`config.mk`:
```
export PLATFORM = sky130hd
export DESIGN_NAME = switch_conditioner
export DESIGN_NICKNAME = d
export VERILOG_FILES = /design/src/rtl/switch_conditioner.sv
export SDC_FILE = /design/constraint.sdc
export NUM_CORES = 1
export LEC_CHECK = 0
export BUFFER_PORTS_ARGS = -buffer_cell sky130_fd_sc_hd__clkbuf_2
export CAP_MARGIN = 20
export CORE_MARGIN = 1.5
export CORE_UTILIZATION = 46
export CTS_CLUSTER_DIAMETER = 150
export DETAILED_ROUTE_END_ITERATION = 10
export PLACE_DENSITY = 0.61
export SLEW_MARGIN = 25
export SYNTH_ARGS = -nofsm -noshare
export SYNTH_HDL_FRONTEND = slang
export SYNTH_SLANG_ARGS = --single-unit
```
`constraint.sdc`:
```
create_clock -name Clock -period 2.9 [get_ports Clock]
set_input_delay 0.58 -clock Clock [delete_from_list [all_inputs] [get_ports Clock]]
set_output_delay 0.58 -clock Clock [all_outputs]
set_load 0.005 [all_outputs]
```
`src/rtl/switch_conditioner.sv`:
```
// Switch conditioner: per-bit synchroniser, debouncer and level/edge outputs feeding picoMIPS SW[9:0].
// Optional SWCOND_AUTOREPEAT_EN adds periodic rise pulses on STEP_BIT while it is held high.
module switch_conditioner #(
    parameter int unsigned WIDTH           = 10,
    parameter int unsigned SYNC_STAGES     = 2,
    parameter int unsigned DEBOUNCE_CYCLES = 500000,
    parameter int unsigned STEP_BIT        = 8,
    parameter int unsigned REPEAT_CYCLES   = 12500000
) (
    input  logic             Clock,
    input  logic             nReset,
    input  logic [WIDTH-1:0] sw_raw,
    output logic [WIDTH-1:0] sw_clean,
    output logic [WIDTH-1:0] rise,
    output logic [WIDTH-1:0] fall,
    output logic             busy
);

    localparam int unsigned      CNT_W    = $clog2(DEBOUNCE_CYCLES);
    localparam logic [CNT_W-1:0] CNT_LAST = CNT_W'(DEBOUNCE_CYCLES - 1);

    if (SYNC_STAGES < 2 || DEBOUNCE_CYCLES < 2 || REPEAT_CYCLES < 2 || STEP_BIT >= WIDTH) begin : g_param_check
        $error("switch_conditioner: parameter out of range");
    end

    logic [WIDTH-1:0] sync_q [SYNC_STAGES];
    logic [WIDTH-1:0] sync_s;

    logic [CNT_W-1:0] cnt_q [WIDTH];
    logic [CNT_W-1:0] cnt_d [WIDTH];
    logic [WIDTH-1:0] clean_q, clean_d;
    logic [WIDTH-1:0] rise_q, rise_d, rise_evt;
    logic [WIDTH-1:0] fall_q, fall_d;
    logic             busy_q, busy_d;

    always_ff @(posedge Clock) begin
        if (!nReset) begin
            for (int unsigned k = 0; k < SYNC_STAGES; k++) sync_q[k] <= '0;
        end else begin
            sync_q[0] <= sw_raw;
            for (int unsigned k = 1; k < SYNC_STAGES; k++) sync_q[k] <= sync_q[k-1];
        end
    end

    assign sync_s = sync_q[SYNC_STAGES-1];

    // Counters stop at CNT_LAST by construction: that value always takes the update branch.
    always_comb begin
        clean_d  = clean_q;
        rise_evt = '0;
        fall_d   = '0;
        busy_d   = 1'b0;
        for (int unsigned i = 0; i < WIDTH; i++) begin
            cnt_d[i] = cnt_q[i];
            if (sync_s[i] == clean_q[i]) begin
                cnt_d[i] = '0;
            end else if (cnt_q[i] == CNT_LAST) begin
                cnt_d[i]    = '0;
                clean_d[i]  = sync_s[i];
                rise_evt[i] = sync_s[i];
                fall_d[i]   = ~sync_s[i];
            end else begin
                cnt_d[i] = cnt_q[i] + CNT_W'(1);
            end
            busy_d = busy_d | (cnt_d[i] != '0);
        end
    end

`ifdef SWCOND_AUTOREPEAT_EN
    localparam int unsigned      REP_W    = $clog2(REPEAT_CYCLES);
    localparam logic [REP_W-1:0] REP_LAST = REP_W'(REPEAT_CYCLES - 1);

    logic [REP_W-1:0] rep_q, rep_d;
    logic             rep_fire;

    // Runs only while the step bit stays high across the edge, so a repeat never coincides with a fall.
    always_comb begin
        rep_d    = rep_q;
        rep_fire = 1'b0;
        if (!clean_d[STEP_BIT] || rise_evt[STEP_BIT]) begin
            rep_d = '0;
        end else if (rep_q == REP_LAST) begin
            rep_d    = '0;
            rep_fire = 1'b1;
        end else begin
            rep_d = rep_q + REP_W'(1);
        end
    end

    always_ff @(posedge Clock) begin
        if (!nReset) rep_q <= '0;
        else         rep_q <= rep_d;
    end

    always_comb begin
        rise_d           = rise_evt;
        rise_d[STEP_BIT] = rise_evt[STEP_BIT] | rep_fire;
    end
`else
    assign rise_d = rise_evt;
`endif

    always_ff @(posedge Clock) begin
        if (!nReset) begin
            clean_q <= '0;
            rise_q  <= '0;
            fall_q  <= '0;
            busy_q  <= 1'b0;
            for (int unsigned i = 0; i < WIDTH; i++) cnt_q[i] <= '0;
        end else begin
            clean_q <= clean_d;
            rise_q  <= rise_d;
            fall_q  <= fall_d;
            busy_q  <= busy_d;
            for (int unsigned i = 0; i < WIDTH; i++) cnt_q[i] <= cnt_d[i];
        end
    end

    assign sw_clean = clean_q;
    assign rise     = rise_q;
    assign fall     = fall_q;
    assign busy     = busy_q;

endmodule

```
# Word level (Yosys, flattened, before mapping)
# Memory sizes are Yosys's and may differ from the RTL's.
# Cells that the tools add are included.
[classes]
n_reduce_logical = 30
n_eq_ne = 20
addsub = 10
n_bitwise = 52
muxes = 34
[ops]
columns = ["operator", "count"]
rows = [
  ["$mux W19", 30],
  ["$add A19 B1 Y19 const B", 10],
  ["$eq A19 B19 Y1 const B", 10],
  ["$reduce_bool A19 Y1", 10],
  ["$not A1 Y1", 31],
  ["$reduce_or A3 Y1", 10],
  ["$or A1 B1 Y1", 21],
  ["$mux W10", 2],
  ["$reduce_and A2 Y1", 10],
  ["$eq A1 B1 Y1", 10],
  ["$mux W1", 2],
]
[word_totals]
mem_bits_rw = 210
output_inout_bits = 31
reg_bits = 31
input_bits = 12
elab_cells = 179
n_memories = 2
[memory_table]
columns = ["memory", "depth", "word_bits", "read_ports", "rd_ports_with_merged_regs", "write_ports", "line_no", "text"]
rows = [
  ["cnt_q", 10, 19, 10, 0, 10, "29", "logic [CNT_W-1:0] cnt_q [WIDTH];"],
  ["sync_q", 2, 10, 2, 0, 2, "26", "logic [WIDTH-1:0] sync_q [SYNC_STAGES];"],
]

# Logic depth before layout (Yosys ltp)
# Gate-level depths: netlist of the first run.
[depth]
ltp_word = 13
mapped_depth = 10
ltp_nobuf = 9

# Worst setup path after synthesis of the first run
# Ideal clock, no wire load.
[synth_path]
path_type = "reg-to-reg"
from = "memory cnt_q[3][0] in the netlist's numbering"
to = "register busy_q, in the netlist busy"
arrival_time_ns = 2.367
n_path_buf = 0
synth_period_minus_slack_ns = 2.504
path_slack_ns = 0.396
path_stages_with_launch = 10
path_cell_list = "dfxtp_1 ha_1 and3_1 nand4_1 o41ai_1 nor2_1 a2111oi_1 nand4_1 and4bb_1 a41oi_1"
[synth_rtl]
columns = ["item", "line_no", "text"]
rows = [
  ["start, declared", "29", ""],
  ["end signal, assigned", "114", "busy_q <= busy_d;"],
  ["end, declared", "34", "logic busy_q, busy_d;"],
]

==> results of run 1 <==
-- critical path, cell delays in order (launching register included) --
cell       delay, ps
dfxtp_1          390
ha_1             220
nand3_1          180
buf_4            210
o41ai_4          330
buf_4            200
o22ai_1           90
a2111oi_1        490
nand4_1          130
and4bb_1         260
a41oi_1          110
-- synthesized netlist by cell type, types with 4 or more instances --
library cell and number:
xnor2_1 109, o31a_1 5, or2_2 4, and3_1 37
a211oi_1 4, nand2_1 90, buf_2 8, dfxtp_1 241
or3_1 6, o22ai_1 10, a21oi_1 29, and4b_1 4
nor3_1 65, nor3b_1 27, or4_1 5, xor2_1 88
nor4b_1 6, o21ai_0 18, o21bai_1 4, nand4_1 61
a31oi_1 12, mux2_2 5, nor4_1 34, o2111ai_1 4
and2_1 27, and4_1 16, nand3b_1 6, nand3_1 81
clkbuf_1 49, nor2_1 218, mux2i_1 12, inv_1 28
ha_1 10
-- flip-flops by register name, indices dropped and copies added, names as in the netlist --
| register | cells |
|---|---|
| sw_clean | 10 |
| sync_q | 20 |
| cnt_q | 190 |
| busy | 1 |
| rise | 10 |
| fall | 10 |
-- per-layer routing --
layer	wire [µm]	track usage, %
met1	13900	30.5
met2	13400	36.7
met3	1450	3.49
met4	777	6.38
met5	0	0
-- cell type report --
| cell class | instances | area, µm² |
|---|---|---|
| clock buffer | 39 | 811 |
| clock inverter | 11 | 163 |
| fill | 2432 | 11600 |
| inverter | 29 | 109 |
| multi-input combinational | 1050 | 6530 |
| sequential | 241 | 4820 |
| tap | 330 | 413 |
| timing repair buffer | 100 | 658 |
-- worst max path at each step --
stage	from	to	slack [ps]	cells past startpoint
after global routing	cnt_q[4][0]$_SDFF_PN0_	busy$_SDFF_PN0_	1	10
after floorplan	cnt_q[3][0]$_SDFF_PN0_	busy$_SDFF_PN0_	400	9
after global placement	cnt_q[7][1]$_SDFF_PN0_	busy$_SDFF_PN0_	10	10
after detailed placement	cnt_q[7][1]$_SDFF_PN0_	busy$_SDFF_PN0_	3	10
final	cnt_q[4][0]$_SDFF_PN0_	busy$_SDFF_PN0_	150	10
after CTS	cnt_q[3][0]$_SDFF_PN0_	busy$_SDFF_PN0_	80	10
-- cells by family after synthesis --
kind of cell / after synthesis / share of synthesized area, %
flip-flops: 241 / 41.2
buffers and inverters: 92 / 3.26
AND/OR/NAND/NOR: 701 / 30.7
XOR/XNOR: 197 / 14.7
adder cells (fa/ha/maj): 10 / 1.07
AO/OA/AOI/OAI: 125 / 7.48
multiplexers: 17 / 1.51
-- timing repair --
action | in CTS | in global routing
setup buffers | 0 | 1
pin swaps | 0 | 1
endpoints found under the setup margin | 1 | 1
resized for setup | 1 | 6
-- power breakdown --
part,internal (W),total (W),leakage [nW],switching (W)
Combinational,0.0000569,0.000153,2.15,0.0000959
Clock,0.00229,0.00366,0.486,0.00137
Sequential,0.00333,0.00334,1.95,0.0000153
-- metrics by stage --
step | hold slack (ps) | total power, W | instance area [µm²] | setup slack (ps) | std cells
2_1_floorplan | 412 | 0.00350 | 11700 | 396 | 1383
3_5_place_dp | 419 | 0.00357 | 12500 | 2.88 | 1749
3_3_place_gp | 414 | 0.00357 | 12500 | 13.3 | 1749
4_1_cts | 232 | 0.00724 | 13500 | 84.7 | 1799
5_1_grt | 233 | 0.00739 | 13500 | 1.05 | 1800
6_report | 248 | 0.00716 | 13500 | 152 | 1800
==> summary.txt, run 1 <==
Critical Path RT -> 3300 ps
Fin util -> 53.8%
RSZ-0062 raised after global routing -> no
Starting Density -> 46.6%
Setup Skew -> 13.1 ps
Worst path arrival time -> 3140 ps
Sum Neg Setup Slack -> 0 ps
Vias in the first global route -> 9286
Final Cycle Share -> 94.8%
Maximum VDD drop -> 0.000463 V
Crit path time final -> 2750 ps
TritonCTS clock tree -> done
I/O Buffers -> 42
Flop2flop setup slack -> 150 ps
Router iterations before antenna repair -> 5
# hold bufs at CTS -> 0
Full die area -> 26400 µm²
Initial DRC count -> 586
Top cell type's share of synthesized area -> 41.2%
Avg Inst Size Synth -> 8.46 µm²
Die H -> 163 µm
Dpl hpwl -> 21.7 mm
Hold Crit Start -> sw_raw[0]
Post-synth EDFFs -> 0
Leakage power total -> 4.58 nW
Sequential share of the synthesized area -> 41.2%
Via-per-instance ratio -> 5.52
First-pass GRT wire length -> 47.8 mm
CTS sink cnt -> 241
Synthesized Nets -> 1405
Max-slew headroom -> 45.1%
Warnings, synthesis -> 0
Synth top area cells -> dfxtp_1 (41%), xnor2_1 (8.2%), nor2_1 (7.0%), xor2_1 (6.6%), nand3_1 (3.5%)
Core area -> 25100 µm²
Antenna Cells -> 0
Ys flop type -> dfxtp_1
Hold Path Depth -> 2
GR Overflow Total -> 0
Final GP Congestion -> 0.887
DRT antenna net count -> 0
Post-synth top area cell -> dfxtp_1
Critical R2R Capture -> busy$_SDFF_PN0_
Status -> completed
Cell count after synthesis -> 1383
Critical setup path kind -> flop to flop
Worst-path clk slew -> 60 ps
GRT Util Overall -> 22.4%
Wirelength, routed -> 29.5 mm
Largest net degree at the start of global routing -> 36
Asr flop ratio synth -> 0%
Final nets -> 1471
Worst slew pin tran -> 817 ps
#FFs+latches synth -> 241
Max Cap Viol -> 0
Final Hold Vio Count -> 0
Die X -> 163 µm
Crit-path max FO -> 6
Row Count -> 58
Pwr dens -> 530 nW/µm²
Ratio of cells with drive above 1 in the final layout -> 11.8%
Final setup fails -> 0
Commonest non-fill, non-tap cells in the layout -> dfxtp_1 (241), nor2_1 (217), xnor2_1 (109)
# IOs -> 43
Worst r2r src -> cnt_q[4][0]$_SDFF_PN0_
WL/cell -> 16.4 µm
Initial antenna violation count -> 0
Hold Path Class -> input pin to flop
Commonest non-fill, non-tap cell in the layout -> dfxtp_1
Clock tree buffer depth -> 3
Fmax -> 0.364 GHz
Worst-skew pair later-pin latency -> 540 ps
Clk root buf -> clkbuf_16
Worst Reg-to-Reg Cells -> 10
CP Launch Type -> flop
Post-Syn Area -> 11700 µm²
Vias -> 9942
Yosys cell types -> 73
Num CTS Buffers -> 27
Worst Hold Path EP -> sync_q[0][0]$_SDFF_PN0_
Crit. End Element -> flop
DRC -> 0
Area growth from synthesis to final layout -> 15.4%
Max Slew Vio Count -> 0
CTS H-tree lvls -> 1
No activity file was read; power rests on OpenSTA's default activity.
==> run 2: changes to the inputs <==
--- a/config.mk
+++ b/config.mk
@@ -12,6 +12,7 @@
 export CTS_CLUSTER_DIAMETER = 150
 export DETAILED_ROUTE_END_ITERATION = 10
 export PLACE_DENSITY = 0.61
+export RECOVER_POWER = 100
 export SLEW_MARGIN = 25
 export SYNTH_ARGS = -nofsm -noshare
 export SYNTH_HDL_FRONTEND = slang
==> run 2 against run 1 <==
  * Cell count stayed put
  * Register-to-register slack hardly changed
  * Non-clock buffer count stayed put
  * Clock-buffer cell count stayed put
  * Clock power hardly changed
  * Global-route usage stayed put
  * First-iteration DRC count is 8.9% higher
  * Combinational power hardly changed
  * Power hardly changed
  * Critical endpoint unchanged
==> summary.txt, run 2 (same netlist as run 1, synthesis figures left out) <==
First-pass GRT wire length -> 47.8 mm
# hold bufs at CTS -> 0
CTS H-tree lvls -> 1
Ratio of cells with drive above 1 in the final layout -> 10.1%
TritonCTS clock tree -> done
DR top layer -> met4
Pwr dens -> 531 nW/µm²
Crit-path max FO -> 5
Top reg by flops -> cnt_q
Crit-path cells -> ha_1, and4_1, and4b_1, a31o_1, a221oi_1, a21oi_1, o2111ai_1, nor4_1, a41oi_1
Router iterations before antenna repair -> 6
Status -> completed
Initial DRC count -> 638
Final Cycle Share -> 94.7%
Clk root buf -> clkbuf_16
Clock tree buffer depth -> 3
Max Cap Viol -> 0
GRT Util Overall -> 22.4%
WL/cell -> 16.4 µm
Antenna Cells -> 0
Full die area -> 26400 µm²
Max Slew Vio Count -> 0
Row Count -> 58
Largest net degree at the start of global routing -> 36
I/O Buffers -> 42
GR Overflow Total -> 0
Worst-skew pair later-pin latency -> 540 ps
Crit. End Element -> flop
Final Hold Vio Count -> 0
Vias -> 9932
Starting Density -> 46.6%
Core area -> 25100 µm²
Length of routed met2 wiring -> 13.4 mm
Setup Skew -> 14.8 ps
Vias in the first global route -> 9286
Max incr delay on CP -> 380 ps
Max reg flops -> 190
Met1 wire length -> 14.0 mm
CP max-delay cell -> dfxtp_1
Worst-path clk slew -> 60 ps
Fmax -> 0.364 GHz
Placed Cells incl. Taps -> 1749
Largest registers -> cnt_q: 190 flops, sync_q: 20 flops
Initial antenna violation count -> 0
Critical Path RT -> 3300 ps
Final setup fails -> 0
DRC -> 0
Non-Filler Instances -> 1800
Via-per-instance ratio -> 5.52
Commonest non-fill, non-tap cell in the layout -> dfxtp_1
Die X -> 163 µm
Crit-path leading delay family -> compound AO/OA/AOI/OAI gates
Max-slew headroom -> 33.3%
Crit path time final -> 2750 ps
Maximum VDD drop -> 0.000464 V
Area growth from synthesis to final layout -> 15.1%
Leakage power total -> 4.50 nW
Worst path arrival time -> 3140 ps
Final nets -> 1471
Flop2flop setup slack -> 150 ps
# IOs -> 43
Bufs and invs on worst path -> 0
Wirelength, routed -> 29.5 mm
DRT antenna net count -> 0
CP Launch Type -> flop
Critical setup path kind -> flop to flop
Final GP Congestion -> 0.887
Hold Path Class -> input pin to flop
Sum Neg Setup Slack -> 0 ps
Worst slew pin tran -> 1000 ps
Dpl hpwl -> 21.7 mm
RSZ-0062 raised after global routing -> no
Die H -> 163 µm
CTS sink cnt -> 241
Commonest non-fill, non-tap cells in the layout -> dfxtp_1 (241), nor2_1 (217), xnor2_1 (109)
WL met3 -> 1.35 mm
Num CTS Buffers -> 27
run 2: layout make-up:
type                    count  area [µm²]
repair buffers            100         613
well taps                 330         413
multi-input cells        1050        6530
flip-flops and latches    241        4820
inverters                  29         109
clock inverters            11         163
fillers                  2451       11600
clock buffers              39         811
run 2: worst register-to-register path: stages, from the launching register on:
cell       delay, ps
dfxtp_1          380
ha_1             240
and4_1           280
and4b_1          220
a31o_1           280
a221oi_1         140
a21oi_1          380
o2111ai_1        170
nor4_1           360
a41oi_1          160
run 2: layer usage:
| layer | up-vias | GRT usage (%) |
|---|---|---|
| met5 | - | 0 |
| met4 | 0 | 6.38 |
| met3 | 48 | 3.49 |
| met2 | 223 | 36.7 |
| met1 | 4657 | 30.5 |
| li1 | 5004 | - |
run 2: final timing paths:
kind / cells after the start / from / endpoint
min reg2reg: 1 / sync_q[0][1]$_SDFF_PN0_ / sync_q[0][11]$_SDFF_PN0_
min: 2 / sw_raw[0] / sync_q[0][0]$_SDFF_PN0_
max: 9 / cnt_q[2][0]$_SDFF_PN0_ / busy$_SDFF_PN0_
max reg2reg: 9 / cnt_q[2][0]$_SDFF_PN0_ / busy$_SDFF_PN0_
run 2: stage by stage:
step / util, % / hold WS [ps] / area [µm²] / power (W) / setup slack, ps
2_1_floorplan: - / 412 / 11700 / 0.00350 / 396
6_report: 53.6 / 248 / 13500 / 0.00716 / 154
3_5_place_dp: 49.8 / 419 / 12500 / 0.00357 / 2.88
5_1_grt: 53.6 / 233 / 13500 / 0.00739 / 1.06
4_1_cts: 53.6 / 232 / 13500 / 0.00724 / 84.7
3_3_place_gp: 49.8 / 414 / 12500 / 0.00357 / 13.3
run 2: report_power, final:
part	switching, W	internal [W]	leakage, nW
logic	0.0000960	0.0000543	2.07
clock network	0.00137	0.00229	0.486
registers	0.0000154	0.00333	1.95
run 2: repair_timing:
item,in CTS,in global routing
buffers inserted,0,1
setup endpoints to repair,1,1
pin swaps,0,1
resized for setup,1,6
